<file path="src/rtl/data_sync_capture_pkg.sv">
// rtl/data_sync_capture_pkg.sv - shared defaults and pointer sizing for the enable-synchronised capture path
package data_sync_pkg;

    localparam int DEF_BUS_WIDTH = 8;
    localparam int DEF_DEPTH     = 4;
    localparam int DEF_CNT_WIDTH = 8;

    // One extra MSB over the index width separates full from empty.
    function automatic int ptr_width(input int depth);
        return $clog2(depth) + 1;
    endfunction

endpackage

</file>
<file path="src/rtl/data_sync_capture_if.sv">
// rtl/data_sync_capture_if.sv - capture-side enable/data inputs and buffered word handshake
interface data_sync_capture_if
    import data_sync_pkg::*;
#(
    parameter int BUS_WIDTH = DEF_BUS_WIDTH,
    parameter int DEPTH     = DEF_DEPTH,
    parameter int CNT_WIDTH = DEF_CNT_WIDTH
) ();

    localparam int LVL_W = ptr_width(DEPTH);

    logic                 sync_bus_enable;
    logic [BUS_WIDTH-1:0] unsync_bus;
    logic                 sync_ready;
    logic [BUS_WIDTH-1:0] sync_bus;
    logic                 sync_valid;
    logic                 enable_pulse;
    logic                 overrun;
    logic [CNT_WIDTH-1:0] overrun_count;
    logic [LVL_W-1:0]     fifo_level;

    modport master (
        input  sync_bus_enable, unsync_bus, sync_ready,
        output sync_bus, sync_valid, enable_pulse, overrun, overrun_count, fifo_level
    );

    modport slave (
        output sync_bus_enable, unsync_bus, sync_ready,
        input  sync_bus, sync_valid, enable_pulse, overrun, overrun_count, fifo_level
    );

endinterface

</file>
<file path="src/rtl/data_sync_capture_fifo.sv">
// rtl/data_sync_capture_fifo.sv - first-word-fall-through buffer for captured words
module sync_capture_fifo
    import data_sync_pkg::*;
#(
    parameter int WIDTH = DEF_BUS_WIDTH,
    parameter int DEPTH = DEF_DEPTH
) (
    input  logic                        clk,
    input  logic                        rst,
    input  logic                        wr_en,
    input  logic [WIDTH-1:0]            wr_data,
    input  logic                        rd_en,
    output logic [WIDTH-1:0]            rd_data,
    output logic [ptr_width(DEPTH)-1:0] level,
    output logic                        full,
    output logic                        empty
);

    localparam int PTR_W = ptr_width(DEPTH);

    logic [PTR_W-1:0] wr_ptr_q, wr_ptr_d;
    logic [PTR_W-1:0] rd_ptr_q, rd_ptr_d;
    logic [WIDTH-1:0] mem_q [DEPTH];

    always_comb begin
        wr_ptr_d = wr_ptr_q;
        rd_ptr_d = rd_ptr_q;
        if (wr_en) wr_ptr_d = wr_ptr_q + PTR_W'(1);
        if (rd_en) rd_ptr_d = rd_ptr_q + PTR_W'(1);
    end

    always_ff @(posedge clk or negedge rst) begin
        if (!rst) begin
            wr_ptr_q <= '0;
            rd_ptr_q <= '0;
        end else begin
            wr_ptr_q <= wr_ptr_d;
            rd_ptr_q <= rd_ptr_d;
        end
    end

    always_ff @(posedge clk) begin
        if (wr_en) mem_q[wr_ptr_q[PTR_W-2:0]] <= wr_data;
    end

    assign level   = wr_ptr_q - rd_ptr_q;
    assign full    = (level == PTR_W'(DEPTH));
    assign empty   = (level == '0);
    assign rd_data = empty ? '0 : mem_q[rd_ptr_q[PTR_W-2:0]];

endmodule

</file>
<file path="src/rtl/data_sync_capture.sv">
// rtl/data_sync_capture.sv - rising-edge capture of unsync_bus into a FIFO; DATA_SYNC_OVERRUN_CNT_EN adds the drop counter
module data_sync_capture
    import data_sync_pkg::*;
#(
    parameter int BUS_WIDTH = DEF_BUS_WIDTH,
    parameter int DEPTH     = DEF_DEPTH,
    parameter int CNT_WIDTH = DEF_CNT_WIDTH
) (
    input logic                clk,
    input logic                rst,
    data_sync_capture_if.master bus
);

    logic en_q, en_d;
    logic enable_pulse_q, enable_pulse_d;
    logic overrun_q, overrun_d;
    logic rise, rd, wr, drop, full, empty;

    assign rise = bus.sync_bus_enable & ~en_q;
    assign rd   = ~empty & bus.sync_ready;
    // A full FIFO still accepts a word when the head leaves on the same edge.
    assign wr   = rise & (~full | rd);
    assign drop = rise & full & ~rd;

    always_comb begin
        en_d           = bus.sync_bus_enable;
        enable_pulse_d = wr;
        overrun_d      = drop;
    end

    always_ff @(posedge clk or negedge rst) begin
        if (!rst) begin
            en_q           <= 1'b0;
            enable_pulse_q <= 1'b0;
            overrun_q      <= 1'b0;
        end else begin
            en_q           <= en_d;
            enable_pulse_q <= enable_pulse_d;
            overrun_q      <= overrun_d;
        end
    end

    sync_capture_fifo #(
        .WIDTH (BUS_WIDTH),
        .DEPTH (DEPTH)
    ) u_fifo (
        .clk     (clk),
        .rst     (rst),
        .wr_en   (wr),
        .wr_data (bus.unsync_bus),
        .rd_en   (rd),
        .rd_data (bus.sync_bus),
        .level   (bus.fifo_level),
        .full    (full),
        .empty   (empty)
    );

`ifdef DATA_SYNC_OVERRUN_CNT_EN
    logic [CNT_WIDTH-1:0] cnt_q, cnt_d;

    always_comb begin
        cnt_d = cnt_q;
        if (drop && (cnt_q != '1)) cnt_d = cnt_q + CNT_WIDTH'(1);
    end

    always_ff @(posedge clk or negedge rst) begin
        if (!rst) cnt_q <= '0;
        else      cnt_q <= cnt_d;
    end

    assign bus.overrun_count = cnt_q;
`else
    assign bus.overrun_count = '0;
`endif

    assign bus.sync_valid   = ~empty;
    assign bus.enable_pulse = enable_pulse_q;
    assign bus.overrun      = overrun_q;

endmodule

</file>
<file path="src/flat_wrapper.sv">
// flat-port wrapper written by rule: the top's interface ports become plain ports
module data_sync_capture_flat import data_sync_pkg::*;
#(
    parameter int BUS_WIDTH = DEF_BUS_WIDTH,
    parameter int DEPTH     = DEF_DEPTH,
    parameter int CNT_WIDTH = DEF_CNT_WIDTH
)
  (clk, rst, bus_sync_bus_enable, bus_unsync_bus, bus_sync_ready, bus_sync_bus, bus_sync_valid, bus_enable_pulse, bus_overrun, bus_overrun_count, bus_fifo_level);
  data_sync_capture_if #(.BUS_WIDTH(BUS_WIDTH), .DEPTH(DEPTH), .CNT_WIDTH(CNT_WIDTH)) bus_i ();
  input logic clk;
  input logic rst;
  input wire logic [$bits(bus_i.sync_bus_enable)-1:0] bus_sync_bus_enable;
  input wire logic [$bits(bus_i.unsync_bus)-1:0] bus_unsync_bus;
  input wire logic [$bits(bus_i.sync_ready)-1:0] bus_sync_ready;
  output wire logic [$bits(bus_i.sync_bus)-1:0] bus_sync_bus;
  output wire logic [$bits(bus_i.sync_valid)-1:0] bus_sync_valid;
  output wire logic [$bits(bus_i.enable_pulse)-1:0] bus_enable_pulse;
  output wire logic [$bits(bus_i.overrun)-1:0] bus_overrun;
  output wire logic [$bits(bus_i.overrun_count)-1:0] bus_overrun_count;
  output wire logic [$bits(bus_i.fifo_level)-1:0] bus_fifo_level;
  assign bus_i.sync_bus_enable = bus_sync_bus_enable;
  assign bus_i.unsync_bus = bus_unsync_bus;
  assign bus_i.sync_ready = bus_sync_ready;
  assign bus_sync_bus = bus_i.sync_bus;
  assign bus_sync_valid = bus_i.sync_valid;
  assign bus_enable_pulse = bus_i.enable_pulse;
  assign bus_overrun = bus_i.overrun;
  assign bus_overrun_count = bus_i.overrun_count;
  assign bus_fifo_level = bus_i.fifo_level;
  data_sync_capture #(.BUS_WIDTH(BUS_WIDTH), .DEPTH(DEPTH), .CNT_WIDTH(CNT_WIDTH)) u_core (.clk(clk), .rst(rst), .bus(bus_i));
endmodule
</file>
<file path="config.mk">
export PLATFORM = sky130hd
export DESIGN_NAME = data_sync_capture_flat
export DESIGN_NICKNAME = d
export VERILOG_FILES = /design/src/rtl/data_sync_capture_pkg.sv /design/src/rtl/data_sync_capture_if.sv /design/src/rtl/data_sync_capture_fifo.sv /design/src/rtl/data_sync_capture.sv /design/src/flat_wrapper.sv
export SDC_FILE = /design/constraint.sdc
export NUM_CORES = 1
export LEC_CHECK = 0
export ABC_AREA = 1
export CORE_UTILIZATION = 45
export CTS_CLUSTER_SIZE = 28
export DETAILED_ROUTE_END_ITERATION = 16
export GPL_TIMING_DRIVEN = 0
export PLACE_DENSITY_LB_ADDON = 0.2
export SLEW_MARGIN = 20
export SYNTH_ARGS = -nofsm -noshare
export SYNTH_HDL_FRONTEND = slang
export SYNTH_SLANG_ARGS = --single-unit
export TNS_END_PERCENT = 30
</file>
<file path="constraint.sdc">
create_clock -name clk -period 2.4 [get_ports clk]
set_input_delay 0.24 -clock clk [delete_from_list [all_inputs] [get_ports clk]]
set_output_delay 0.24 -clock clk [all_outputs]
set_load 0.01 [all_outputs]
</file>
======== Yosys cells after proc, flatten, opt, wreduce, memory -nomap -nowiden ========
Memory sizes are Yosys's and may differ from the RTL's.
Cells that the tools add are included.
cells by class
  reductions and logical operators ........ 1
  add/subtract/negate cells ............... 3
  eq/ne operators ......................... 1
  bitwise operators ....................... 10
  muxes and demuxes ....................... 3
operators with widths
  operator                                      count
  two-way mux 8 bit                             1
  adder 3 x 1 -> 3 bit (second input constant)  2
  bitwise AND 1 bit                             5
  NOT 1 bit                                     4
  equality test 3 bit (second input constant)   1
  zero test 3 bit                               1
  subtractor 3 bit                              1
  two-way mux 1 bit                             2
  OR 1 bit                                      1
word-level totals
  RAM bits ................................ 32
  output and inout bits ................... 22
  register bits after elaboration ......... 9
  memories ................................ 1
  word-level logic and storage cells ...... 24
memory list
  name                 words  bits a word  rd ports  clocked after Yosys merged registers in  write ports  RTL line                      source
  u_core.u_fifo.mem_q  4      8            1         0                                        1            data_sync_capture_fifo.sv:23  logic [WIDTH-1:0] mem_q [DEPTH];

======== Depth between registers and ports, before layout ========
Gate-level depths: netlist of the first run.
  depth after elaboration ................. 8
  depth in mapped cells ................... 9
  depth with buffers taken out ............ 9

======== Hierarchy ========
Synthesis of the first run repeated with hierarchy kept, for this count alone.
unflattened totals
  cell total of the unflattened synthesis .. 196
  area total of the unflattened synthesis .. 1,993.2 sq um
modules (own cells, without submodules)
  module             cells each  sequential area each (sq um)  times used  area an instance (sq um)
  sync_capture_fifo  176         1,111.1                       1           1,806.7
  data_sync_capture  20          75.1                          1           186.4

======== Least setup slack after synthesis of the first run ========
OpenSTA, ideal clock, no wires.
  path type ............................... register to register
  from .................................... register u_core.u_fifo.wr_ptr_q[0]
  to ...................................... memory u_core.u_fifo.mem_q[0][0] in the netlist's numbering (enable)
  arrival ................................. 1,834 ps
  clock period less this slack ............ 2,205 ps
  stages on the path, launching flop included .. 9
  data required time ...................... 2,029 ps
  slack ................................... 195 ps
  buffers on the path ..................... 0
  library setup time ...................... 371 ps
  cell sequence ........................... dfrtp_1 inv_1 ha_1 fa_1 inv_1 nand3_1 nand3_4 nand2_4 nor2_1
on the way
  word-level cells in the longest chain between the ends .. 8
RTL lines
  what                                     RTL line                      source
  start, declared                          data_sync_capture_fifo.sv:21  logic [PTR_W-1:0] wr_ptr_q, wr_ptr_d;
  start signal, assigned                   data_sync_capture_fifo.sv:37  wr_ptr_q <= wr_ptr_d;
  subtractor 3 bit                         data_sync_capture_fifo.sv:46  assign level = wr_ptr_q - rd_ptr_q;
  zero test 3 bit                          data_sync_capture_fifo.sv:48  assign empty = (level == '0);
  NOT 1 bit                                data_sync_capture.sv:20       assign rd = ~empty & bus.sync_ready;
  bitwise AND 1 bit                        data_sync_capture.sv:20
  OR 1 bit                                 data_sync_capture.sv:22       assign wr = rise & (~full | rd);
  bitwise AND 1 bit                        data_sync_capture.sv:22
  two-way mux 1 bit                        data_sync_capture_fifo.sv:43  if (wr_en) mem_q[wr_ptr_q[PTR_W-2:0]] <= wr_data;
  two-way mux 1 bit (implied by the code)  data_sync_capture_fifo.sv:43
  end, declared                            data_sync_capture_fifo.sv:23
Several ways; a longest one is shown, not always the timed one.

======== Worst setup path after layout of the first run ========
  from .................................... register u_core.u_fifo.wr_ptr_q[0]
  to ...................................... output bus_sync_bus[4]
on the way
  word-level cells in the longest chain between the ends .. 3
RTL lines
  what               RTL line                      source
  subtractor 3 bit   data_sync_capture_fifo.sv:46
  zero test 3 bit    data_sync_capture_fifo.sv:48
  two-way mux 8 bit  data_sync_capture_fifo.sv:49  assign rd_data = empty ? '0 : mem_q[rd_ptr_q[PTR_W-2:0]];
  end, declared      flat_wrapper.sv:15            output wire logic [$bits(bus_i.sync_bus)-1:0] bus_sync_bus;
No other way between the ends.

==> impl_metrics.ini, run 1 <==
[run_status]
status = completed

[power_and_ir_drop]
powerDensity_nw_per_um2 = 1340
p_switching_uw = 1310
leakagePower_uw = 0.00109
p_comb_share_pct = 54.1
power.ir.vdd_worst_v = 0.000587
clkPwrFrac_pct = 16.9
seqPwrFrac_pct = 29.0
p_sw_share_pct = 40.1
p_int_uw = 1950

[yosys]
synth_area_leaders = edfxtp_1 50%, dfrtp_1 12%, nor2_1 5.9%, nand2_1 5.3%, o21ai_0 4.7%
syn_area_um2 = 1920
avgSynthCellArea_um2 = 10.5
yosysSeqAreaShare_pct = 61.8
synthArstFlopShare_pct = 22.0
yosysWarnings = 0
synth_top_area_share_pct = 50.1
yosys_most_used_dff = edfxtp_1
synthCells = 182
synth.distinct_cells = 21
synth_most_common_cell = edfxtp_1
ys_ff_latch = 41
synth_top_area_cell = edfxtp_1
yosys-top-cells-count = 32 x edfxtp_1, 30 x nor2_1, 27 x nand2_1
synth_edf_count = 32

[setup_path]
crit_slowest_cell = fa_1
rr_startpoint = u_core.u_fifo.wr_ptr_q[0]
critPathMaxStageDelay_ns = 0.53
cp-start-kind = flop
crit_start = u_core.u_fifo.wr_ptr_q[0]
cpLargestDelayFamily = adder cells
criticalPathCategory = flop to output pin
end_kind = output pin
required_ns = 2.16
worst-endpoint-arrival_ns = 2.03
path_cells = inv_2 -> ha_2 -> fa_1 -> nand2_2 -> inv_2 -> nand3_4 -> buf_6 -> nand2_1 -> inv_1 -> buf_2
path_max_fanout = 5
cp_num_buf_inv = 5
crit_top_cell = inv_2

[finish]
nNetsFinal = 246
fillers = 351
drive_gt1_share_pct = 21.9
diodes = 0
areaGrowthSynthToFinish_pct = 26.6
multiInputGateArea_um2 = 614
regArea_um2 = 1190
finalNonFillerCells = 278

[cts]
cts_max_level = 2
clk_pin_slew_worst_paths_ns = 0.08
clockRootBuffer = clkbuf_8
insertion_delay_ns = 0.29
clkSinkCount = 41
cts_tree = built
numCtsBuffers = 5
clockBufferDepth = 2

[routing]
ant_nets = 0
drc = 0
vias = 1303
wl_mm = 3.63
drtPass1Iterations = 4
wl_per_cell_um = 13.1
vias_per_cell = 4.69
dr.first_iter.drc_count = 60

[global_routing]
antenna_found_initial = 0
grt_max_degree = 15
grt_pass1_vias = 1199
grt_pass1_wl_mm = 5.92
gr-total-overflow = 0
gr-usage-all-layers_pct = 18.6

[place]
hpwl_mm = 2.31
place_congestion = 0.726
dp.cells = 264
io_buffers = 25

[floorplanning]
die_x_um = 67.3
coreArea_um2 = 4060
pin_count = 34
fp.dieH_um = 67.3
die-area_um2 = 4530
initial_utilization_pct = 47.3
num_rows = 23

[sta]
slew_viol_final = 0
max_clock_freq_ghz = 0.440
hold_viol_final = 0
timing.final.crit_share_pct = 94.7
rsz0062_at_grt = false
finalSetupViolCount = 0
whs_ns = 0.244
period_minus_slack_ns = 2.27
skew_ns = 0.00376

[run]
maxCapViolations = 0

[min_path]
hp-class = primary input to asynchronous set/reset pin
stage by stage:
stage	area (µm²)	util, %	TNS, ns	total power [µW]	setup slack (ns)
after floorplan	1950	-	0	1950	0.195
after global placement	2260	55.7	-7.69	2630	-0.267
after detailed placement	2260	55.7	-7.76	2650	-0.271
after CTS	2430	60.0	-2.57	3330	-0.134
after global routing	2430	59.9	0	3520	0.00679
final	2430	59.9	0	3260	0.128
state kept, by name, summed over array words and instances, names as in the netlist:
name                     count
u_core.en_q                  1
u_core.u_fifo.mem_q         32
u_core.u_fifo.rd_ptr_q       3
u_core.bus.enable_pulse      1
u_core.bus.overrun           1
u_core.u_fifo.wr_ptr_q       3
logic make-up (layout without fill, tap and decap cells):
logic type	after synthesis	in the layout	share of synthesized area, %
xor+xnor	2	2	0.913
buf+inv	37	76	9.78
compound gates	24	24	6.26
other cells	1	8	0.195
simple gates	70	70	16.1
flops	41	41	61.8
fa+ha+maj	7	7	4.95
area by class of cell:
| type | count | share of cell area [%] |
|---|---|---|
| multi-input combinational | 111 | 25.3 |
| clock inverter | 3 | 1.91 |
| sequential | 41 | 48.8 |
| tap | 50 | 2.57 |
| inverter | 23 | 3.55 |
| buffer | 14 | 4.17 |
| timing repair buffer | 31 | 10.9 |
| clock buffer | 5 | 2.83 |
layout by cell type (no fill, tap or decap), types with 3 or more instances in the layout:
master / instances
edfxtp_1: 32
nand2_1: 26
nor2_1: 26
inv_1: 20
o21ai_0: 18
buf_4: 15
clkdlybuf4s50_1: 14
dfrtp_1: 9
conb_1: 8
nand3_1: 7
clkbuf_2: 7
o21ai_1: 6
ha_1: 5
clkbuf_8: 5
buf_2: 4
nor2_4: 4
inv_2: 3
per-layer routing:
metal / share of wire [%] / track usage, %
met1: 47 / 25.1
met2: 47 / 29.6
met3: 5.8 / 3.55
met4: 1.1 / 7.18
met5: 0 / 0
power groups by stage:
| stage | logic [µW] | clock network, µW | registers [µW] |
|---|---|---|---|
| CTS | 1830 | 556 | 946 |
| floorplan | 998 | 0 | 951 |
| global placement | 1670 | 0 | 961 |
| finish | 1770 | 552 | 945 |
| detailed placement | 1690 | 0 | 963 |
| global route | 1980 | 579 | 958 |
what timing repair did:
action | in CTS | in global routing
gates cloned | 1 | 0
hold buffers | 0 | 0
setup buffers | 5 | 0
gates resized for setup | 25 | 19
pin swaps | 0 | 3
endpoints found under the setup margin | 42 | 43
worst register-to-register path: cells and delay by family, from the launching register on:
| family | cells | cell delay [ns] |
|---|---|---|
| buffers and inverters | 2 | 0.16 |
| AND/OR/NAND/NOR | 4 | 0.68 |
| adder cells (fa/ha/maj) | 2 | 0.60 |
| flip-flops | 1 | 0.37 |
worst paths after layout:
path / end / slack, ns / cells past startpoint
worst max register to register: u_core.u_fifo.mem_q[3][4] / 0.26 / 8
min in group clk: u_core.en_q / 0.42 / 1
worst min-delay path: u_core.u_fifo.wr_ptr_q[1] / 0.24 / 1
worst min register to register: u_core.bus.overrun / 0.43 / 1
worst max-delay path: bus_sync_bus[4] / 0.13 / 10
max in group asynchronous: u_core.bus.enable_pulse / 1.87 / 1
No activity file was read; power rests on OpenSTA's default activity.
==> run 2, diff against run 1 <==
==> constraint.sdc (replaced) <==
create_clock -name clk -period 2.85 [get_ports clk]
set_input_delay 0.285 -clock clk [delete_from_list [all_inputs] [get_ports clk]]
set_output_delay 0.285 -clock clk [all_outputs]
set_load 0.01 [all_outputs]
==> impl_metrics.ini, run 2 (synthesis results as in run 1) <==
[setup_path]
path_max_fanout = 10
worst-endpoint-arrival_ns = 2.46
required_ns = 2.57
crit_path_end = bus_sync_bus[1]
crit_start = u_core.u_fifo.wr_ptr_q[0]
r2r_end = u_core.u_fifo.mem_q[3][4]
criticalPathCategory = flop to output pin
rr_startpoint = u_core.u_fifo.wr_ptr_q[0]
cp-start-kind = flop
reg2reg_slack_ns = 0.30
end_kind = output pin
reg2reg_depth = 8

[sta]
finalSetupViolCount = 0
max_slew_margin_pct = 41.3
max_clock_freq_ghz = 0.364
skew_ns = 0.00336
hold_viol_final = 0
slew_viol_final = 0
period_minus_slack_ns = 2.74
tightest_slew_ns = 0.878
rsz0062_at_grt = true
timing.final.crit_share_pct = 96.3

[floorplanning]
die_x_um = 67.3
fp.dieH_um = 67.3
coreArea_um2 = 4060
num_rows = 23
die-area_um2 = 4530
initial_utilization_pct = 47.3
pin_count = 34

[cts]
clockRootBuffer = clkbuf_8
holdBufCountCts = 0
clkSinkCount = 41
clk_pin_slew_worst_paths_ns = 0.08
clockBufferDepth = 2
cts_tree = built
cts_max_level = 2
insertion_delay_ns = 0.29
numCtsBuffers = 5

[place]
dp.cells = 264
place_congestion = 0.726
hpwl_mm = 2.31
io_buffers = 25
place_area_um2 = 2260

[routing]
drtPass1Iterations = 4
drc = 0
wl_mm = 3.53
wl_per_cell_um = 12.9
ant_nets = 0
vias_per_cell = 4.72
vias = 1288
dr.first_iter.drc_count = 52

[finish]
drive_gt1_share_pct = 13.9
fillers = 349
areaGrowthSynthToFinish_pct = 25.0
mostFrequentLayoutCells = 32 x edfxtp_1, 30 x nor2_1, 26 x nand2_1, 21 x inv_1, 19 x clkdlybuf4s50_1
final_common_cell = edfxtp_1
finish.instance_area_um2 = 2400
largest_reg_flops = 32
diodes = 0
nNetsFinal = 241
finalNonFillerCells = 273

[power_and_ir_drop]
leakagePower_uw = 0.00111
power.ir.vdd_worst_v = 0.000450
powerDensity_nw_per_um2 = 1110

[global_routing]
grt_pass1_wl_mm = 5.69
grt_pass1_vias = 1157
antenna_found_initial = 0
grt_max_degree = 15
gr-usage-all-layers_pct = 17.8
gr-total-overflow = 0

[run_status]
status = completed

[run]
maxCapViolations = 0

[min_path]
hp-class = primary input to asynchronous set/reset pin
[run 2: cell types whose count changed in the layout (fill, tap and decap cells not counted), moves of 4 or more]
cell             change
buf_4                -4
clkdlybuf4s50_1      +5
clkbuf_2             -7
nor2_4               -4
dlymetal6s2s_1       +4
nor2_1               +4
[run 2: power breakdown]
part           switching (µW)  internal (µW)
Sequential               51.3            745
Clock                     202            262
Combinational             771            643
[run 2: stage by stage]
stage,worst slack (ns),hold slack [ns],TNS (ns),utilization [%],power [µW]
after floorplan,0.645,-0.0106,0,-,1640
after global placement,0.183,0.424,0,55.7,2210
after detailed placement,0.179,0.428,0,55.7,2230
after CTS,0.0386,0.305,0,58.7,2700
after global routing,-0.00143,0.335,-0.00143,59.1,2880
final,0.105,0.289,0,59.1,2670
[run 2: critical path, stage by stage, from the launching register on]
cell	delay [ns]
dfrtp_1	0.37
inv_2	0.07
ha_1	0.21
fa_1	0.46
nand2_2	0.10
inv_1	0.05
nand3_2	0.11
buf_6	0.17
nand2_1	0.08
inv_1	0.05
clkdlybuf4s50_1	0.52
[run 2: how the worst min path moves through the flow]
stage / end / from / slack (ns) / depth (start not counted)
after CTS: u_core.u_fifo.wr_ptr_q[1] / rst / 0.31 / 1
after global routing: u_core.u_fifo.wr_ptr_q[1] / rst / 0.34 / 1
after floorplan: u_core.bus.enable_pulse / rst / -0.01 / 0
after global placement: u_core.bus.overrun / u_core.en_q / 0.42 / 1
final: u_core.u_fifo.wr_ptr_q[1] / rst / 0.29 / 1
after detailed placement: u_core.bus.overrun / u_core.en_q / 0.43 / 1
[run 2: per-layer routing]
metal	part of all wire, %	GRT usage (%)
met5	0	0
met3	6.4	3.55
met4	1.2	7.18
met2	46	27.9
met1	46	24.3
[run 2: final cells by class]
type | instances | area [µm²] | share of cell area (%)
Buffer | 14 | 101 | 4.23
Clock buffer | 5 | 68.8 | 2.87
Clock inverter | 3 | 46.3 | 1.93
Inverter | 23 | 86.3 | 3.60
Multi-Input combinational cell | 111 | 574 | 23.9
Sequential cell | 41 | 1190 | 49.5
Tap cell | 50 | 62.6 | 2.61
Timing Repair Buffer | 26 | 273 | 11.4
[run 2: what timing repair did]
item                                   CTS  global route
setup buffers                            1             0
setup endpoints to repair                3             8
cloned                                   0             0
endpoints found under the hold margin    0             0
gates resized for setup                  0             8
==> run 3, diff against run 2 <==
--- a/config.mk
+++ b/config.mk
@@ -6,7 +6,7 @@
 export NUM_CORES = 1
 export LEC_CHECK = 0
 export ABC_AREA = 1
-export CORE_UTILIZATION = 45
+export CORE_UTILIZATION = 56
 export CTS_CLUSTER_SIZE = 28
 export DETAILED_ROUTE_END_ITERATION = 16
 export GPL_TIMING_DRIVEN = 0
==> impl_metrics.ini, run 3 (synthesis results as in run 1) <==
[setup_path]
required_ns = 2.57
reg2reg_depth = 8
cpLargestDelayFamily = buffers and inverters
criticalPathCategory = flop to output pin
path_cells = inv_2 -> ha_1 -> fa_1 -> nand2_1 -> inv_1 -> nand3_2 -> buf_6 -> clkdlybuf4s50_1
critPathMaxStageDelay_ns = 0.54
worst-endpoint-arrival_ns = 2.43
rr_startpoint = u_core.u_fifo.wr_ptr_q[0]
reg2reg_slack_ns = 0.28
cp_num_buf_inv = 4
r2r_end = u_core.u_fifo.mem_q[1][1]
cp-start-kind = flop
path_max_fanout = 10
end_kind = output pin
crit_slowest_cell = clkdlybuf4s50_1

[cts]
clkSinkCount = 41
holdBufCountCts = 0
cts_tree = built
clockBufferDepth = 2
numCtsBuffers = 5
clk_pin_slew_worst_paths_ns = 0.12
insertion_delay_ns = 0.34
clockRootBuffer = clkbuf_4
cts_max_level = 2

[finish]
diodes = 0
mostFrequentLayoutCells = 32 x edfxtp_1, 30 x nor2_1, 27 x nand2_1, 21 x inv_1, 18 x o21ai_0
drive_gt1_share_pct = 13.3
areaGrowthSynthToFinish_pct = 22.1
utilization_pct = 74.3
final_common_cell = edfxtp_1
nNetsFinal = 243
largest_reg_flops = 32

[floorplanning]
coreArea_um2 = 3150
initial_utilization_pct = 60.9
die_x_um = 60.5
die-area_um2 = 3670
num_rows = 20
fp.dieH_um = 60.5
pin_count = 34

[sta]
period_minus_slack_ns = 2.72
tightest_slew_ns = 0.854
rsz0062_at_grt = false
tns_ns = 0
hold_viol_final = 0
slew_viol_final = 0
finalSetupViolCount = 0
timing.final.crit_share_pct = 95.4
max_slew_margin_pct = 42.9
skew_ns = 0.00969
max_clock_freq_ghz = 0.368

[power_and_ir_drop]
power.ir.vdd_worst_v = 0.000495
p_sw_share_pct = 40.9
leakagePower_uw = 0.00111
powerDensity_nw_per_um2 = 1080
p_switching_uw = 1030
p_int_uw = 1490
p_comb_share_pct = 57.6
seqPwrFrac_pct = 31.7
clkPwrFrac_pct = 10.7

[routing]
vias = 1374
wl_mm = 3.79
drtPass1Iterations = 4
ant_nets = 0
drc = 0
wl_per_cell_um = 14.1
vias_per_cell = 5.11
dr.first_iter.drc_count = 58

[min_path]
hp-class = primary input to asynchronous set/reset pin

[global_routing]
gr-usage-all-layers_pct = 23.0
grt_max_degree = 13
gr-total-overflow = 0
grt_pass1_vias = 1321
antenna_found_initial = 0
grt_pass1_wl_mm = 5.80

[place]
io_buffers = 25
hpwl_mm = 2.61
place_congestion = 0.740

[run]
maxCapViolations = 0

[run_status]
status = completed
==> run 3: cell count changes in the layout (fill, tap and decap cells not counted), sizes merged <==
cell           change
buf                +2
bufinv             -1
clkdlybuf4s50      -2
clkinv             +2
clkinvlp           -1
dlymetal6s2s       +2
==> run 3: power groups by stage <==
stage	combinational [µW]	clock, µW	sequential, µW
6_report	1450	270	799
5_1_grt	1590	301	808
4_1_cts	1460	272	798
3_5_place_dp	1440	0	815
3_3_place_gp	1380	0	807
2_1_floorplan	840	0	801
==> run 3: how the worst max path moves through the flow <==
stage,from,to,cells past startpoint
2_1_floorplan,u_core.u_fifo.wr_ptr_q[0],u_core.u_fifo.mem_q[0][0],8
3_3_place_gp,u_core.u_fifo.wr_ptr_q[0],u_core.u_fifo.mem_q[3][7],8
3_5_place_dp,u_core.u_fifo.wr_ptr_q[0],u_core.u_fifo.mem_q[1][7],8
4_1_cts,u_core.u_fifo.wr_ptr_q[0],bus_sync_bus[4],10
5_1_grt,u_core.u_fifo.wr_ptr_q[0],bus_sync_valid,8
6_report,u_core.u_fifo.wr_ptr_q[0],bus_sync_valid,8
==> run 3: metal layers <==
| metal | track usage (%) | part of all wire (%) | routed length, µm | vias to the layer above |
|---|---|---|---|---|
| li1 | - | - | - | 661 |
| met1 | 26.3 | 38 | 1430 | 640 |
| met2 | 40.3 | 52 | 1960 | 66 |
| met3 | 5.33 | 9.3 | 353 | 7 |
| met4 | 12.0 | 1.3 | 49 | 0 |
| met5 | 0 | 0 | 0 | - |
==> run 3: cell type report <==
| cell class | instances | area, µm² |
|---|---|---|
| Buffer | 14 | 101 |
| Sequential cell | 41 | 1190 |
| Clock buffer | 5 | 37.5 |
| Fill cell | 238 | 810 |
| Multi-Input combinational cell | 111 | 572 |
| Tap cell | 44 | 55.1 |
| Timing Repair Buffer | 28 | 293 |
| Clock inverter | 3 | 12.5 |
| Inverter | 23 | 86.3 |
==> run 3: per-stage QoR <==
| step | power [µW] | cells | setup slack (ns) | area (µm²) | hold WS [ns] |
|---|---|---|---|---|---|
| final | 2520 | 269 | 0.130 | 2340 | 0.220 |
| after global routing | 2700 | 269 | 0.00445 | 2340 | 0.237 |
| after CTS | 2530 | 267 | 0.0115 | 2310 | 0.231 |
| after detailed placement | 2250 | 258 | 0.161 | 2250 | 0.438 |
| after global placement | 2190 | 258 | 0.261 | 2250 | 0.415 |
| after floorplan | 1640 | 189 | 0.645 | 1950 | -0.0106 |
==> run 3: repair_timing <==
| item | in CTS | in global routing |
|---|---|---|
| setup buffers | 1 | 2 |
| gates resized for setup | 1 | 8 |
| endpoints found under the setup margin | 8 | 9 |
| pin swaps | 0 | 0 |
| hold endpoints to repair | 0 | 0 |
==> run 3: worst reg2reg max path: stages (launching register included) <==
cell     delay, ns
dfrtp_1       0.38
inv_2         0.07
ha_1          0.21
fa_1          0.41
inv_1         0.10
nand3_1       0.13
nand3_4       0.14
nand2_4       0.10
nor2_1        0.67
